<file path="src/rtl/fifo_pkg.sv">
// Shared helpers for the synchronous FIFO family.
// Provides the occupancy-step decode used by level counters and the
// default almost-full / almost-empty thresholds, derived from the pointer width.
package fifo_pkg;

  // Direction of the occupancy counter in one cycle
  typedef enum logic [1:0] {
    LVL_HOLD = 2'd0,
    LVL_INC  = 2'd1,
    LVL_DEC  = 2'd2
  } lvl_op_e;

  // Default almost-full threshold: two entries below completely full
  function automatic int af_default(input int addr_w);
    return (32'sd1 <<< addr_w) - 32'sd2;
  endfunction

  // Default almost-empty threshold: two entries, clamped for tiny FIFOs
  function automatic int ae_default(input int addr_w);
    return (addr_w >= 32'sd2) ? 32'sd2 : 32'sd1;
  endfunction

  // Accepted write and read in one cycle cancel out, leaving the level unchanged
  function automatic lvl_op_e lvl_op(input logic wr_ok, input logic rd_ok);
    lvl_op_e op;
    case ({wr_ok, rd_ok})
      2'b10:   op = LVL_INC;
      2'b01:   op = LVL_DEC;
      default: op = LVL_HOLD;
    endcase
    return op;
  endfunction

endpackage

</file>
<file path="src/rtl/fifo_ram.sv">
// 1W1R storage array for the synchronous FIFO.
// Synchronous write, asynchronous read; contents are intentionally not reset.
// Ports:
//   clk    - clock, rising edge
//   we     - write enable
//   waddr  - write address
//   wdata  - write data
//   raddr  - read address
//   rdata  - read data (combinational from raddr)
module fifo_ram
  import fifo_pkg::*;
#(
  parameter int DATA_W = 8,
  parameter int ADDR_W = 4
) (
  input  logic              clk,
  input  logic              we,
  input  logic [ADDR_W-1:0] waddr,
  input  logic [DATA_W-1:0] wdata,
  input  logic [ADDR_W-1:0] raddr,
  output logic [DATA_W-1:0] rdata
);

  localparam int DEPTH = 1 << ADDR_W;

  logic [DATA_W-1:0] mem_r [0:DEPTH-1];

  // Storage write port
  always_ff @(posedge clk) begin
    if (we) begin
      mem_r[waddr] <= wdata;
    end
  end

  assign rdata = mem_r[raddr];

endmodule

</file>
<file path="src/rtl/sync_fifo_gen.sv">
// Parametrised single-clock FIFO with optional first-word-fall-through reads,
// programmable almost flags, fill level, synchronous flush and sticky errors.
// Ports:
//   clk, rst        - clock (rising edge), asynchronous active-low reset
//   flush           - synchronous clear of pointers, level, rd_valid and pulses
//   wr_en, wr_data  - write request and data
//   rd_en           - read / pop request
//   rd_data         - read data (registered when FWFT=0, fall-through when FWFT=1)
//   rd_valid        - rd_data valid
//   empty, full     - level == 0 / level == DEPTH
//   almost_empty    - level <= AE_LVL
//   almost_full     - level >= AF_LVL
//   level           - current occupancy 0..DEPTH
//   of_pulse        - one-cycle strobe after a rejected write
//   uf_pulse        - one-cycle strobe after a rejected read
//   err_sticky      - latched of/uf condition, cleared by reset or clr_err
//   clr_err         - clears err_sticky (a new error in the same cycle wins)
module sync_fifo_gen
  import fifo_pkg::*;
#(
  parameter int DATA_W = 8,
  parameter int ADDR_W = 4,
  parameter int FWFT   = 0,
  parameter int AF_LVL = af_default(ADDR_W),
  parameter int AE_LVL = ae_default(ADDR_W)
) (
  input  logic              clk,
  input  logic              rst,
  input  logic              flush,
  input  logic              wr_en,
  input  logic [DATA_W-1:0] wr_data,
  input  logic              rd_en,
  output logic [DATA_W-1:0] rd_data,
  output logic              rd_valid,
  output logic              empty,
  output logic              full,
  output logic              almost_empty,
  output logic              almost_full,
  output logic [ADDR_W:0]   level,
  output logic              of_pulse,
  output logic              uf_pulse,
  output logic              err_sticky,
  input  logic              clr_err
);

  localparam logic [ADDR_W-1:0] PTR_ZERO = {ADDR_W{1'b0}};
  localparam logic [ADDR_W-1:0] PTR_ONE  = {{(ADDR_W-1){1'b0}}, 1'b1};
  localparam logic [ADDR_W:0]   LVL_ZERO = {(ADDR_W+1){1'b0}};
  localparam logic [ADDR_W:0]   LVL_ONE  = {{ADDR_W{1'b0}}, 1'b1};
  localparam logic [ADDR_W:0]   LVL_FULL = {1'b1, {ADDR_W{1'b0}}};
  localparam logic [ADDR_W:0]   AF_THR   = AF_LVL[ADDR_W:0];
  localparam logic [ADDR_W:0]   AE_THR   = AE_LVL[ADDR_W:0];

  logic [ADDR_W-1:0] wr_ptr_r;
  logic [ADDR_W-1:0] rd_ptr_r;
  logic [ADDR_W:0]   level_r;
  logic [ADDR_W:0]   level_nxt_s;
  logic              of_r;
  logic              uf_r;
  logic              err_r;
  logic              empty_s;
  logic              full_s;
  logic              rd_ok_s;
  logic              wr_ok_s;
  logic              of_cond_s;
  logic              uf_cond_s;
  logic              mem_we_s;
  logic [DATA_W-1:0] mem_rd_data_s;

  assign empty_s   = (level_r == LVL_ZERO);
  assign full_s    = (level_r == LVL_FULL);

  // A read frees a slot in the same cycle, so a write at full is still accepted
  // when paired with an accepted read. A read at empty never sees that write.
  assign rd_ok_s   = rd_en && !empty_s;
  assign wr_ok_s   = wr_en && (!full_s || rd_ok_s);
  assign of_cond_s = wr_en && !wr_ok_s;
  assign uf_cond_s = rd_en && !rd_ok_s;
  assign mem_we_s  = wr_ok_s && !flush;

  fifo_ram #(
    .DATA_W (DATA_W),
    .ADDR_W (ADDR_W)
  ) u_ram (
    .clk   (clk),
    .we    (mem_we_s),
    .waddr (wr_ptr_r),
    .wdata (wr_data),
    .raddr (rd_ptr_r),
    .rdata (mem_rd_data_s)
  );

  // Next occupancy from this cycle's accepted operations
  always_comb begin
    level_nxt_s = level_r;
    case (lvl_op(wr_ok_s, rd_ok_s))
      LVL_INC: level_nxt_s = level_r + LVL_ONE;
      LVL_DEC: level_nxt_s = level_r - LVL_ONE;
      default: level_nxt_s = level_r;
    endcase
  end

  // Pointers, level and error strobes; flush overrides any request this cycle
  always_ff @(posedge clk or negedge rst) begin
    if (!rst) begin
      wr_ptr_r <= PTR_ZERO;
      rd_ptr_r <= PTR_ZERO;
      level_r  <= LVL_ZERO;
      of_r     <= 1'b0;
      uf_r     <= 1'b0;
    end else if (flush) begin
      wr_ptr_r <= PTR_ZERO;
      rd_ptr_r <= PTR_ZERO;
      level_r  <= LVL_ZERO;
      of_r     <= 1'b0;
      uf_r     <= 1'b0;
    end else begin
      if (wr_ok_s) begin
        wr_ptr_r <= wr_ptr_r + PTR_ONE;
      end
      if (rd_ok_s) begin
        rd_ptr_r <= rd_ptr_r + PTR_ONE;
      end
      level_r <= level_nxt_s;
      of_r    <= of_cond_s;
      uf_r    <= uf_cond_s;
    end
  end

  // Sticky error: a new error beats clr_err; a flush cycle raises no error
  always_ff @(posedge clk or negedge rst) begin
    if (!rst) begin
      err_r <= 1'b0;
    end else if (!flush && (of_cond_s || uf_cond_s)) begin
      err_r <= 1'b1;
    end else if (clr_err) begin
      err_r <= 1'b0;
    end
  end

  generate
    if (FWFT == 0) begin : g_reg_read
      logic [DATA_W-1:0] rd_data_r;
      logic              rd_valid_r;

      // Registered read port: data captured on an accepted pop, held otherwise
      always_ff @(posedge clk or negedge rst) begin
        if (!rst) begin
          rd_data_r  <= {DATA_W{1'b0}};
          rd_valid_r <= 1'b0;
        end else if (flush) begin
          rd_valid_r <= 1'b0;
        end else if (rd_ok_s) begin
          rd_data_r  <= mem_rd_data_s;
          rd_valid_r <= 1'b1;
        end else begin
          rd_valid_r <= 1'b0;
        end
      end

      assign rd_data  = rd_data_r;
      assign rd_valid = rd_valid_r;
    end else begin : g_fwft_read
      // Head word is always displayed; rd_en acknowledges and pops it
      assign rd_data  = mem_rd_data_s;
      assign rd_valid = !empty_s;
    end
  endgenerate

  assign empty        = empty_s;
  assign full         = full_s;
  assign almost_empty = (level_r <= AE_THR);
  assign almost_full  = (level_r >= AF_THR);
  assign level        = level_r;
  assign of_pulse     = of_r;
  assign uf_pulse     = uf_r;
  assign err_sticky   = err_r;

endmodule

</file>
<file path="config.mk">
export PLATFORM = sky130hd
export DESIGN_NAME = sync_fifo_gen
export DESIGN_NICKNAME = d
export VERILOG_FILES = /design/src/rtl/fifo_pkg.sv /design/src/rtl/fifo_ram.sv /design/src/rtl/sync_fifo_gen.sv
export SDC_FILE = /design/constraint.sdc
export NUM_CORES = 1
export LEC_CHECK = 0
export BUFFER_PORTS_ARGS = -buffer_cell sky130_fd_sc_hd__clkbuf_2
export CORE_UTILIZATION = 55
export DETAILED_ROUTE_END_ITERATION = 6
export PLACE_DENSITY_LB_ADDON = 0.1
export SLEW_MARGIN = 25
export SYNTH_ARGS = -nofsm -noshare
export SYNTH_HDL_FRONTEND = slang
export SYNTH_SLANG_ARGS = --single-unit
</file>
<file path="constraint.sdc">
create_clock -name clk -period 2.21 [get_ports clk]
set_input_delay 0.663 -clock clk [delete_from_list [all_inputs] [get_ports clk]]
set_output_delay 0.663 -clock clk [all_outputs]
set_load 0.03 [all_outputs]
</file>
# Word-level counts from Yosys, hierarchy flattened
# Memory sizes are Yosys's and may differ from the RTL's. A register that Yosys moved wholly into a read port is not among the register bits.
# Cells that the tools add are included.
[totals]
mem_count = 1
input_bits = 14
output_inout_bits = 21
mem_bits_rw = 128
regBits = 17
elab_cells = 55
[op_classes]
n_lt_le_gt_ge = 2
n_bitwise = 1
n_reduce_logical = 20
addsub = 4
n_eq_ne = 5
muxes = 15
[memory_table]
columns = ["name", "words", "word_bits", "rd", "rd_clocked_by_memory_dff", "write_ports", "line", "source"]
rows = [
  ["u_ram.mem_r", 16, 8, 1, 1, 1, "fifo_ram.sv:26", "logic [DATA_W-1:0] mem_r [0:DEPTH-1];"],
]
[op_table]
columns = ["operator", "n"]
rows = [
  ["two-way mux 4 bit", 4],
  ["case mux 5 bit (2 select lines)", 1],
  ["adder 4 x 1 -> 4 bit, second input constant", 2],
  ["two-way mux 1 bit", 8],
  ["logical AND 1 bit", 6],
  ["zero test 1 bit", 6],
  ["nonzero test 2 bit", 3],
  ["adder 5 x 1 -> 5 bit, second input constant", 1],
  ["equality test 5 bit, second input constant", 1],
  [">= comparator 5 x 4 -> 1 bit, second input constant", 1],
  ["<= comparator 5 x 2 -> 1 bit, second input constant", 1],
  ["zero test 5 bit", 1],
  ["two-way mux 5 bit", 1],
  ["subtractor 5 x 1 -> 5 bit, second input constant", 1],
  ["equality test 2 x 1 -> 1 bit, second input constant", 2],
  ["equality test 2 bit, second input constant", 2],
  ["case mux 2 bit (2 select lines)", 1],
  ["nonzero test 3 bit", 1],
  ["logical OR 1 bit", 2],
  ["AND reduction 2 bit", 1],
  ["inverter 1 bit", 1],
]

# Logic depth before layout (Yosys ltp)
[depth]
ltp_word = 10
depth_mapped = 10

# Cells and area by module
# A second synthesis with hierarchy kept.
[unflattened]
hier_cells = 347
hier_area_um2 = 6357.3
[modules_own_cells]
columns = ["module", "instances", "seq_area_each_um2", "area_each_um2", "cells_per_inst"]
rows = [
  ["fifo_ram", 1, 3843.7, 4987.3, 221],
  ["sync_fifo_gen", 1, 625.6, 1370.1, 126],
]

# Least setup slack after synthesis
# Ideal clock, no wire load.
[synth_timing]
path_type = "register to register"
start = "register level_r[4] (netlist: level[4])"
end = "register level_r[4] (netlist: level[4])"
t_arrival_ns = 2.454
period_less_slack_ns = 2.591
setup_time_ns = 0.136
path_slack_ns = -0.381
stages_incl_launch_ff = 11
path_cell_list = "dfrtp_1 -> or3_1 -> buf_6 -> o21ai_2 -> or2_2 -> inv_1 -> ha_1 -> or2_2 -> o21a_1 -> o2111ai_1 -> a21oi_1"
[synth_via]
elab_chain_len = 10
elab_cells_between_ends = 17
cone_classes = "add/sub (2); eq/ne (5); mux (3); reduce/logical (7)"
[synth_lines]
columns = ["element", "line", "source"]
rows = [
  ["from (decl)", "sync_fifo_gen.sv:56", "logic [ADDR_W:0] level_r;"],
  ["from (signal assigned)", "sync_fifo_gen.sv:124", "level_r <= level_nxt_s;"],
  ["zero test 5 bit", "sync_fifo_gen.sv:70", "assign empty_s = (level_r == LVL_ZERO);"],
  ["zero test 1 bit", "sync_fifo_gen.sv:75", "assign rd_ok_s = rd_en && !empty_s;"],
  ["logical AND 1 bit", "sync_fifo_gen.sv:75", ""],
  ["logical OR 1 bit", "sync_fifo_gen.sv:76", "assign wr_ok_s = wr_en && (!full_s || rd_ok_s);"],
  ["logical AND 1 bit", "sync_fifo_gen.sv:76", ""],
  ["equality test 2 x 1 -> 1 bit / equality test 2 bit (equally long branches)", "fifo_pkg.sv:26", "case ({wr_ok, rd_ok})"],
  ["case mux 2 bit (2 select lines)", "fifo_pkg.sv:26", ""],
  ["equality test 2 bit / equality test 2 x 1 -> 1 bit (equally long branches)", "sync_fifo_gen.sv:96", "case (lvl_op(wr_ok_s, rd_ok_s))"],
  ["case mux 5 bit (2 select lines)", "sync_fifo_gen.sv:96", ""],
  ["two-way mux 5 bit", "sync_fifo_gen.sv:111", "end else if (flush) begin"],
]
# Several ways; a longest one is shown, not always the timed one.
# A chain may end at the register's enable or synchronous reset.

# Worst setup path in the final report
[layout_timing]
start = "register level_r[3] (netlist: level[3])"
end = "output full"
[layout_via]
elab_chain_len = 1
[layout_lines]
columns = ["element", "line", "source"]
rows = [
  ["equality test 5 bit", "sync_fifo_gen.sv:71", "assign full_s = (level_r == LVL_FULL);"],
  ["to (decl)", "sync_fifo_gen.sv:36", "output logic full,"],
]
# No other way between the ends.

==> out/results.tsv <==
stage	metric	value	unit
clock_network	CTS root buf	clkbuf_16	
detailed_routing	TritonRoute pass-1 iters	4	
setup_path	CP max stage delay	570	ps
setup_path	CP Launch Type	flip-flop	
synth	post-synth top area cell	edfxtp_1	
clock_network	hold-fix buffers at CTS	0	
setup_path	Crit. End Element	primary output	
setup_path	Crit path max-delay family	simple AND/OR/NAND/NOR gates	
detailed_routing	DR vias	3360	
layout	number of diodes	0	
floorplanning	Starting Density	0.577	
placement	Cells after DPL	535	
timing	Setup Skew	12.4	ps
synth	Post-synth ARST share	0.163	
timing	Max Fclk	430	MHz
worst_hold_path	Hold Crit Class	in2async	
timing	Final Max Slew Viols	0	
synth	Syn Nets	378	
setup_path	WP data arrival	1660	ps
layout	Nets	448	
setup_path	Buf/Inv on CP	1	
placement	gpl congestion	0.756	
timing	fin crit share	1.05	
synth	Seq/Total Area, Yosys	0.703	
clock_network	worst-skew pair later-pin latency	420	ps
clock_network	CTS tree	built	
placement	dpl hpwl	7860	um
detailed_routing	Avg Vias per Cell	5.81	
detailed_routing	drt initial violations	246	
clock_network	CTS buffer count	17	
clock_network	clk buf depth	2	
detailed_routing	routed len/inst	21.8	um
clock_network	htree depth	4	
synth	Yosys reg bits	153	
job	max-capacitance violation count	0	
floorplanning	Die Span Y	110	um
synth	Ys Warns	0	
timing	setup slack after layout	-115	ps
floorplanning	Die W	110	um
layout	Core Util, Final	0.703	
grt	total global routing track utilization	0.235	
setup_path	crit path launch	level[3]	
timing	RSZ-0062 raised after global routing	true	
detailed_routing	WL final	12600	um
timing	Post-Route Setup TNS	-408	ps
synth	synth unique cells	46	
timing	min Tclk post-route	2330	ps
detailed_routing	Antenna Nets Post-Route	0	
timing	worst slew pin tran	730	ps
synth	synthesized area per cell	17.9	um^2
setup_path	r2r startpoint	level[3]	
detailed_routing	DRC violations left	0	
grt	grt ovf	0	
layout	proportion of layout cells with a drive suffix above 1	0.413	
synth	Gate Count Post-Synth	355	
synth	EDFF count, synth	128	
setup_path	CP Class	reg2out	
timing	Hold Fails Final Rpt	0	
synth	Synth top area share	0.604	
grt	first-pass GRT wire length	19300	um
power	maximum VDD drop	1080	uV
setup_path	Crit path depth	3	
grt	vias in the first global route	3472	
power	Leak	0.00272	uW
clock_network	Worst-path clk slew	60	ps
floorplanning	FP Rows	38	
grt	initial antenna violation count	0	
setup_path	Reg2Reg Depth	10	
layout	Register Area	0.00448	mm^2
setup_path	CP max-delay cell	or4_4	
grt	pin count of the biggest net entering global routing	35	
synth	top post-synthesis cells by area	edfxtp_1 60%, mux4_2 11%, dfrtp_1 9.8%	
setup_path	CP Cell Sequence	or4_4, nor2_4, buf_8	
setup_path	largest fanout on the critical path	4	
floorplanning	io pins	35	
clock_network	# clock sinks	153	
layout	multi-input logic area	0.00191	mm^2
floorplanning	DIE AREA	0.0120	mm^2
floorplanning	core area	0.0110	mm^2
placement	Port-buffer cells	34	
synth	commonest register cell after synthesis	edfxtp_1	
layout	Layout Cells excl Fill	578	
layout	Fill cells	710	
run_status	failing checks	negative setup slack	
run_status	run status	finished, violations left	
power	Total Power	8590	uW
timing	max_slew headroom	0.513	
synth	Post-Syn Area	0.00636	mm^2
timing	Final Setup Violations	5	
power	PwrDens	1110	mW/mm^2
layout	Syn-to-layout area delta	22.0	%
setup_path	Worst EP required	1550	ps
[final cells by class]
class / count / area share
clock inverter: 14 / 0.0277
tap: 140 / 0.0226
multi-input combinational: 172 / 0.246
timing repair buffer: 71 / 0.0659
clock buffer: 18 / 0.0553
sequential: 153 / 0.577
inverter: 10 / 0.00516
[stage by stage]
step	setup slack (ps)	hold slack, ps	cell area (um^2)
global route	-169	316	7760
floorplan	-164	367	6440
CTS	-131	296	7650
global placement	-218	489	6900
finish	-115	294	7760
detailed placement	-225	476	6900
[metal layers]
| metal | vias to the layer above | wire, um | GRT usage |
|---|---|---|---|
| met5 | - | 0 | 0 |
| li1 | 1530 | - | - |
| met2 | 97 | 6720 | 0.399 |
| met1 | 1720 | 5140 | 0.289 |
| met3 | 13 | 577 | 0.0741 |
| met4 | 0 | 165 | 0.0705 |
[final timing paths]
kind,endpoint,slack (ps)
worst max-delay path,full,-120
worst min-delay path,level[0],290
max in group asynchronous,rd_ptr_r[2],1400
worst min register to register,rd_data[1],490
worst max register to register,level[4],-50
min in group clk,err_sticky,450
[cells in the final DEF (no fill, tap or decap), types with 5 or more instances in the layout]
cell,count
buf_4,33
clkbuf_16,17
clkbuf_2,31
dfrtp_1,19
dfrtp_2,6
edfxtp_1,128
ha_1,5
inv_1,9
mux2i_1,20
mux4_2,32
nand2_1,14
nand2b_1,5
nor2_1,14
nor2_2,9
o221ai_1,8
[where the power goes]
group	total [uW]	internal [uW]	switching, uW	leakage, uW
registers	3420	3290	123	0.00147
clock network	3130	1930	1210	0.000307
logic	2040	892	1150	0.000940
total	8590	6110	2480	0.00272
[sequential cells by signal (all words and copies together), names as in the netlist]
register and flops:
err_sticky 1, level 5, of_pulse 1, rd_data 8, rd_ptr_r 4, rd_valid 1
u_ram.mem_r 128, uf_pulse 1, wr_ptr_r 4
[repair_timing]
action | in CTS | in global routing
gates resized for setup | 12 | 24
buffers inserted | 8 | 3
endpoints found under the hold margin | 0 | 0
setup endpoints to repair | 5 | 78
pin swaps | 2 | 7
[kinds of logic after synthesis]
family | after synthesis | share of synthesized area
adder cells (fa/ha/maj) | 9 | 0.0189
flip-flops | 153 | 0.703
AO/OA/AOI/OAI | 33 | 0.0415
multiplexers | 54 | 0.150
buffers and inverters | 30 | 0.0246
AND/OR/NAND/NOR | 70 | 0.0545
XOR/XNOR | 6 | 0.00826
[cell usage after synthesis, drive strengths merged, types with 3 or more instances]
| master | number |
|---|---|
| edfxtp | 128 |
| mux4 | 32 |
| dfrtp | 25 |
| nor2 | 25 |
| mux2i | 20 |
| buf | 14 |
| nand2 | 14 |
| inv | 10 |
| ha | 8 |
| o221ai | 8 |
| nor3 | 7 |
| a21oi | 6 |
| clkbuf | 6 |
| o21ai | 6 |
| nand2b | 5 |
| o211ai | 5 |
| or2 | 5 |
| nand3 | 4 |
| xor2 | 4 |
| nor2b | 3 |
| or3 | 3 |
Power figures use the tool's default switching activity.
